### src/rtl/ulpb_sleep_ctrl_pkg.sv
`default_nettype none
// ============================================================================
//  Module   : ulpb_sleep_ctrl_pkg
//  Purpose  : Shared constants, state encoding and helpers for ulpb_sleep_ctrl
//  Revision : 1.0  initial release
// ============================================================================
package ulpb_sleep_ctrl_pkg;

    // Isolation levels shared with the wire controller
    localparam logic c_io_hold    = 1'b0;
    localparam logic c_io_release = 1'b1;

    localparam int c_def_step_cycles       = 1;
    localparam int c_def_pwr_settle_cycles = 4;
    localparam int c_def_cnt_w             = 4;

    typedef enum logic [2:0] {
        ST_ACTIVE = 3'd0,
        ST_S_ISO  = 3'd1,
        ST_S_RST  = 3'd2,
        ST_S_CLK  = 3'd3,
        ST_OFF    = 3'd4,
        ST_W_PWR  = 3'd5,
        ST_W_CLK  = 3'd6,
        ST_W_RST  = 3'd7
    } state_t;

    // Wake sources are only latched between isolation and power-off
    function automatic logic in_wake_window(input state_t s);
        return (s == ST_S_ISO) || (s == ST_S_RST) || (s == ST_S_CLK) || (s == ST_OFF);
    endfunction

endpackage
`default_nettype wire

### src/rtl/ulpb_sleep_ctrl_sync_edge.sv
`default_nettype none
// ============================================================================
//  Module   : ulpb_sleep_ctrl_sync_edge
//  Purpose  : 2-flop synchronizer with preset value; optional falling-edge
//             detect via a history flop, otherwise passes the synced level
//  Revision : 1.0  initial release
// ============================================================================
module ulpb_sleep_ctrl_sync_edge #(
    parameter logic RST_VAL = 1'b0,
    parameter bit   EDGE_EN = 1'b0
) (
    input  logic clk,
    input  logic rst_n,
    input  logic i_async,
    output logic o_event
);

    logic r_s1;
    logic r_s2;

    always_ff @(posedge clk or negedge rst_n) begin
        if (!rst_n) begin
            r_s1 <= RST_VAL;
            r_s2 <= RST_VAL;
        end else begin
            r_s1 <= i_async;
            r_s2 <= r_s1;
        end
    end

    generate
        if (EDGE_EN) begin : g_edge
            logic r_s3;
            always_ff @(posedge clk or negedge rst_n) begin
                if (!rst_n) begin
                    r_s3 <= RST_VAL;
                end else begin
                    r_s3 <= r_s2;
                end
            end
            assign o_event = r_s3 & ~r_s2;
        end else begin : g_level
            assign o_event = r_s2;
        end
    endgenerate

endmodule
`default_nettype wire

### src/rtl/ulpb_sleep_ctrl.sv
`default_nettype none
// ============================================================================
//  Module   : ulpb_sleep_ctrl
//  Purpose  : Power-sequencing FSM (isolate/reset/clock/power) for a bus node
//  Revision : 1.0  initial release
// ============================================================================
module ulpb_sleep_ctrl
    import ulpb_sleep_ctrl_pkg::*;
#(
    parameter int STEP_CYCLES       = c_def_step_cycles,
    parameter int PWR_SETTLE_CYCLES = c_def_pwr_settle_cycles,
    parameter int CNT_W             = c_def_cnt_w
) (
    input  logic       CLK,
    input  logic       RESETn,
    input  logic       SLEEP_REQ,
    input  logic       DIN,
    input  logic       EXTERNAL_INT,
    output logic       SLEEP,
    output logic       RELEASE_CLK,
    output logic       RELEASE_RST,
    output logic       RELEASE_ISO,
    output logic [1:0] WAKE_SRC
);

    localparam logic [CNT_W-1:0] c_step_last = CNT_W'(STEP_CYCLES - 1);
    localparam logic [CNT_W-1:0] c_pwr_last  = CNT_W'(PWR_SETTLE_CYCLES - 1);

    state_t           r_state;
    logic [CNT_W-1:0] r_cnt;
    logic             r_sleep;
    logic             r_rel_clk;
    logic             r_rel_rst;
    logic             r_rel_iso;
    logic [1:0]       r_wake;

    logic w_bus_ev;
    logic w_int_ev;
    logic w_wake_pend;
    logic w_step_done;
    logic w_pwr_done;

    ulpb_sleep_ctrl_sync_edge #(
        .RST_VAL (1'b1),
        .EDGE_EN (1'b1)
    ) u_sync_din (
        .clk     (CLK),
        .rst_n   (RESETn),
        .i_async (DIN),
        .o_event (w_bus_ev)
    );

    ulpb_sleep_ctrl_sync_edge #(
        .RST_VAL (1'b0),
        .EDGE_EN (1'b0)
    ) u_sync_int (
        .clk     (CLK),
        .rst_n   (RESETn),
        .i_async (EXTERNAL_INT),
        .o_event (w_int_ev)
    );

    assign w_wake_pend = (r_wake != 2'b00) | w_bus_ev | w_int_ev;
    assign w_step_done = (r_cnt == c_step_last);
    assign w_pwr_done  = (r_cnt == c_pwr_last);

    always_ff @(posedge CLK or negedge RESETn) begin
        if (!RESETn) begin
            r_state   <= ST_ACTIVE;
            r_cnt     <= '0;
            r_sleep   <= 1'b0;
            r_rel_clk <= 1'b1;
            r_rel_rst <= 1'b1;
            r_rel_iso <= c_io_release;
            r_wake    <= 2'b00;
        end else begin
            if (in_wake_window(r_state)) begin
                r_wake <= r_wake | {w_int_ev, w_bus_ev};
            end

            case (r_state)
                ST_ACTIVE: begin
                    if (SLEEP_REQ) begin
                        r_state   <= ST_S_ISO;
                        r_cnt     <= '0;
                        r_wake    <= 2'b00;
                        r_rel_iso <= c_io_hold;
                    end
                end
                ST_S_ISO: begin
                    if (w_step_done) begin
                        r_state   <= ST_S_RST;
                        r_cnt     <= '0;
                        r_rel_rst <= 1'b0;
                    end else begin
                        r_cnt <= r_cnt + 1'b1;
                    end
                end
                ST_S_RST: begin
                    if (w_step_done) begin
                        r_state   <= ST_S_CLK;
                        r_cnt     <= '0;
                        r_rel_clk <= 1'b0;
                    end else begin
                        r_cnt <= r_cnt + 1'b1;
                    end
                end
                ST_S_CLK: begin
                    if (w_step_done) begin
                        r_state <= ST_OFF;
                        r_cnt   <= '0;
                        r_sleep <= 1'b1;
                    end else begin
                        r_cnt <= r_cnt + 1'b1;
                    end
                end
                // A wake latched during power-down is serviced here, so OFF lasts one cycle
                ST_OFF: begin
                    if (w_wake_pend) begin
                        r_state <= ST_W_PWR;
                        r_cnt   <= '0;
                        r_sleep <= 1'b0;
                    end
                end
                ST_W_PWR: begin
                    if (w_pwr_done) begin
                        r_state   <= ST_W_CLK;
                        r_cnt     <= '0;
                        r_rel_clk <= 1'b1;
                    end else begin
                        r_cnt <= r_cnt + 1'b1;
                    end
                end
                ST_W_CLK: begin
                    if (w_step_done) begin
                        r_state   <= ST_W_RST;
                        r_cnt     <= '0;
                        r_rel_rst <= 1'b1;
                    end else begin
                        r_cnt <= r_cnt + 1'b1;
                    end
                end
                ST_W_RST: begin
                    if (w_step_done) begin
                        r_state   <= ST_ACTIVE;
                        r_cnt     <= '0;
                        r_rel_iso <= c_io_release;
                    end else begin
                        r_cnt <= r_cnt + 1'b1;
                    end
                end
                default: begin
                    r_state   <= ST_ACTIVE;
                    r_cnt     <= '0;
                    r_sleep   <= 1'b0;
                    r_rel_clk <= 1'b1;
                    r_rel_rst <= 1'b1;
                    r_rel_iso <= c_io_release;
                end
            endcase
        end
    end

    assign SLEEP       = r_sleep;
    assign RELEASE_CLK = r_rel_clk;
    assign RELEASE_RST = r_rel_rst;
    assign RELEASE_ISO = r_rel_iso;
    assign WAKE_SRC    = r_wake;

endmodule
`default_nettype wire

### config.mk
export PLATFORM = sky130hd
export DESIGN_NAME = ulpb_sleep_ctrl
export DESIGN_NICKNAME = d
export VERILOG_FILES = /design/src/rtl/ulpb_sleep_ctrl_pkg.sv /design/src/rtl/ulpb_sleep_ctrl_sync_edge.sv /design/src/rtl/ulpb_sleep_ctrl.sv
export SDC_FILE = /design/constraint.sdc
export NUM_CORES = 1
export LEC_CHECK = 0
export CAP_MARGIN = 15
export CORE_AREA = 8 8 50 72
export CTS_CLUSTER_DIAMETER = 150
export DETAILED_ROUTE_END_ITERATION = 10
export DIE_AREA = 0 0 58 80
export PLACE_DENSITY = 0.56
export REMOVE_ABC_BUFFERS = 1
export SYNTH_ARGS = -nofsm -noshare
export SYNTH_HDL_FRONTEND = slang
export SYNTH_SLANG_ARGS = --single-unit
### constraint.sdc
create_clock -name CLK -period 2.63 [get_ports CLK]
set_clock_uncertainty 0.15 [all_clocks]
set_input_delay 0.526 -clock CLK [delete_from_list [all_inputs] [get_ports CLK]]
set_output_delay 0.526 -clock CLK [all_outputs]
set_load 0.02 [all_outputs]
==> metrics.txt <==
Worst-path clk slew 0.07 ns; clock network power share 0.161; leak pwr 0.0004984 uW; RSZ-0062 raised after global routing no; Slowest cell on crit path clkdlybuf4s50_1; Synth Area in Adders 0.08895; worst-path fanout max 3; Comb pwr share 0.518; Min Clock Period, post-route 2.080 ns; Root Buffer clkbuf_8; total vias in the final route 710; clk_lat worst skew 0.25 ns; full die area 4640 um2; Post-DP HPWL 1490 um; final hold slack 0.2071 ns; Worst Tran Pin Value 0.4562 ns; DR iter-0 viols 19; final hold violations 0; final net count 119; gr usage total 0.09598; setup_tns 0 ns; crit start category flop; largest net degree at the start of global routing 19; total grt overflow 0; Synth Area in Compound Gates 0.1982; io pins 11; EDFF count, synth 0; Filler cells 248; syn avg cell area 10.70 um2; WL/cell 14.96 um; Total Routed Length 1960 um; Seq pwr share 0.322; initial antenna violation count 0; biggest cell delay along the critical path 0.60 ns; count of final setup violators 0; drt first pass iters 3; register area 457.9 um2; Longest Clk Path Bufs 2; Die Span X 58 um; Switch Pwr 556.9 uW; outcome finished, final reports clean; peak supply drop 0.5955 mV; post-CTS setup buffer count 0; cts repair resizes 0; CP delay by family, top buffers and inverters; Num CTS Buffers 3; PD cells 1193 nW/um2; multi-input logic area 496.7 um2; Post-Syn Area 984.7 um2; CTS tree done; period utilization 0.7910; Buf/Inv on CP 1; first-pass GRT wire length 3505 um; Row Count 23; kind of critical path flop to output port; final antenna-violating net count 0; Worst Path Arrival 1.40 ns; Async S/R FF share, synth 1.000; Cells after Synth 92; Hold-fix buffers, CTS 0; Main synth FF type dfrtp_1; Synthesis Warnings 0; layout cell share with drive strength beyond 1 0.2170; Setup crit end kind output port; Seq cells post-synth 18; Slew Viols, Final 0; DP Worst Slack 0.4866 ns; XOR/XNOR Fraction of Synth Area 0; vias in the first global route 806; Max Cap Viol 0; Cell Chain, Critical Path clkdlybuf4s50_1; final worst slack 0.5496 ns; CTS sink count 18; Initial Util 0.3802; ANT cells 0; Sw Ratio 0.3973; routed vias/inst 5.420; area added between synthesis and finish 19.31%; Hold Path Class flop to flop; Relative slew margins 0.6935; main combinational cell family by area after synthesis compound AO/OA/AOI/OAI gates; die span in y 80 um; core area 2590 um2; max frequency 480.7 MHz; Int Power 844.7 uW; post-synthesis simple-gate area fraction 0.1766; Seq/Total Area, Yosys 0.4651; Placer Congestion 0.7781; DRC 0; Required @ worst endpoint 1.95 ns; port bufs 10; Synth cell types 34; multiplexer area fraction after synthesis 0.04066; H-tree levels 1
-- cells by family after synthesis --
family / Yosys count
compound gates: 27
fa+ha+maj: 7
buf+inv: 8
flops: 18
mux: 3
simple gates: 29
-- layer usage --
layer / GRT usage / wire length (um) / vias up
met3: 0.01774 / 50 / 4
met4: 0.05172 / 25 / 0
li1: - / - / 353
met2: 0.1760 / 1036 / 10
met5: 0 / 0 / -
met1: 0.09896 / 848 / 343
-- registers in the layout, summed over array words and instances (netlist names) --
name,cells
r_cnt,4
r_state,3
WAKE_SRC,2
RELEASE_CLK,1
RELEASE_ISO,1
RELEASE_RST,1
SLEEP,1
u_sync_din.g_edge.r_s3,1
u_sync_din.r_s1,1
u_sync_din.r_s2,1
u_sync_int.o_event,1
u_sync_int.r_s1,1
-- power groups by stage --
stage | Clock, uW | Sequential, uW | Combinational (uW)
floorplan | 0 | 487 | 499
detailed placement | 0 | 456 | 737
global route | 247 | 464 | 807
CTS | 232 | 452 | 741
finish | 225 | 451 | 726
global placement | 0 | 454 | 729
-- cells in the mapped netlist, types with 2 or more instances --
cell / instances / area [um2]
dfstp_2: 6 / 157.7
nand2b_1: 4 / 25.02
o31ai_1: 2 / 15.01
dfrtp_1: 12 / 300.3
nor2_1: 7 / 26.28
a21oi_1: 10 / 50.05
inv_1: 6 / 22.52
nand2_1: 9 / 33.78
nor3_1: 2 / 10.01
o21ai_2: 2 / 17.52
mux2_4: 2 / 30.03
ha_1: 7 / 87.58
a31oi_1: 2 / 12.51
-- final timing paths --
kind                                 start  cells past startpoint  slack [ns]                      to
setup / recovery               RELEASE_CLK                      1        0.55             RELEASE_CLK
hold / removal             u_sync_din.r_s1                      0        0.21         u_sync_din.r_s2
setup reg to reg                r_state[1]                      6        0.59              r_state[1]
hold reg to reg            u_sync_din.r_s1                      0        0.21         u_sync_din.r_s2
max in group asynchronous           RESETn                      2        1.62  u_sync_din.g_edge.r_s3
min in group asynchronous           RESETn                      2        0.45                r_cnt[3]
-- cell type report --
class / instances / share of cell area
sequential: 18 / 0.3898
clock buffer: 4 / 0.04686
timing repair buffer: 11 / 0.09159
inverter: 7 / 0.02236
multi-input combinational: 66 / 0.4228
tap: 25 / 0.02662
-- through the flow --
stage / instances / total power (uW) / utilization / instance area, um2
3_5_place_dp: 127 / 1193 / 0.4324 / 1120
2_1_floorplan: 91 / 985.7 / - / 980.9
5_1_grt: 131 / 1518 / 0.4536 / 1175
4_1_cts: 131 / 1425 / 0.4536 / 1175
3_3_place_gp: 127 / 1183 / 0.4324 / 1120
6_report: 131 / 1402 / 0.4536 / 1175
-- cells in the final DEF, fill, tap and decap left out, types with 4 or more instances in the layout --
cell type	n
dfstp_2	6
nor2_1	7
inv_1	6
a21oi_1	10
nand2b_1	4
clkbuf_8	4
nand2_1	9
clkdlybuf4s50_1	10
ha_1	7
dfrtp_1	12
(Power assumes the default switching activity.)
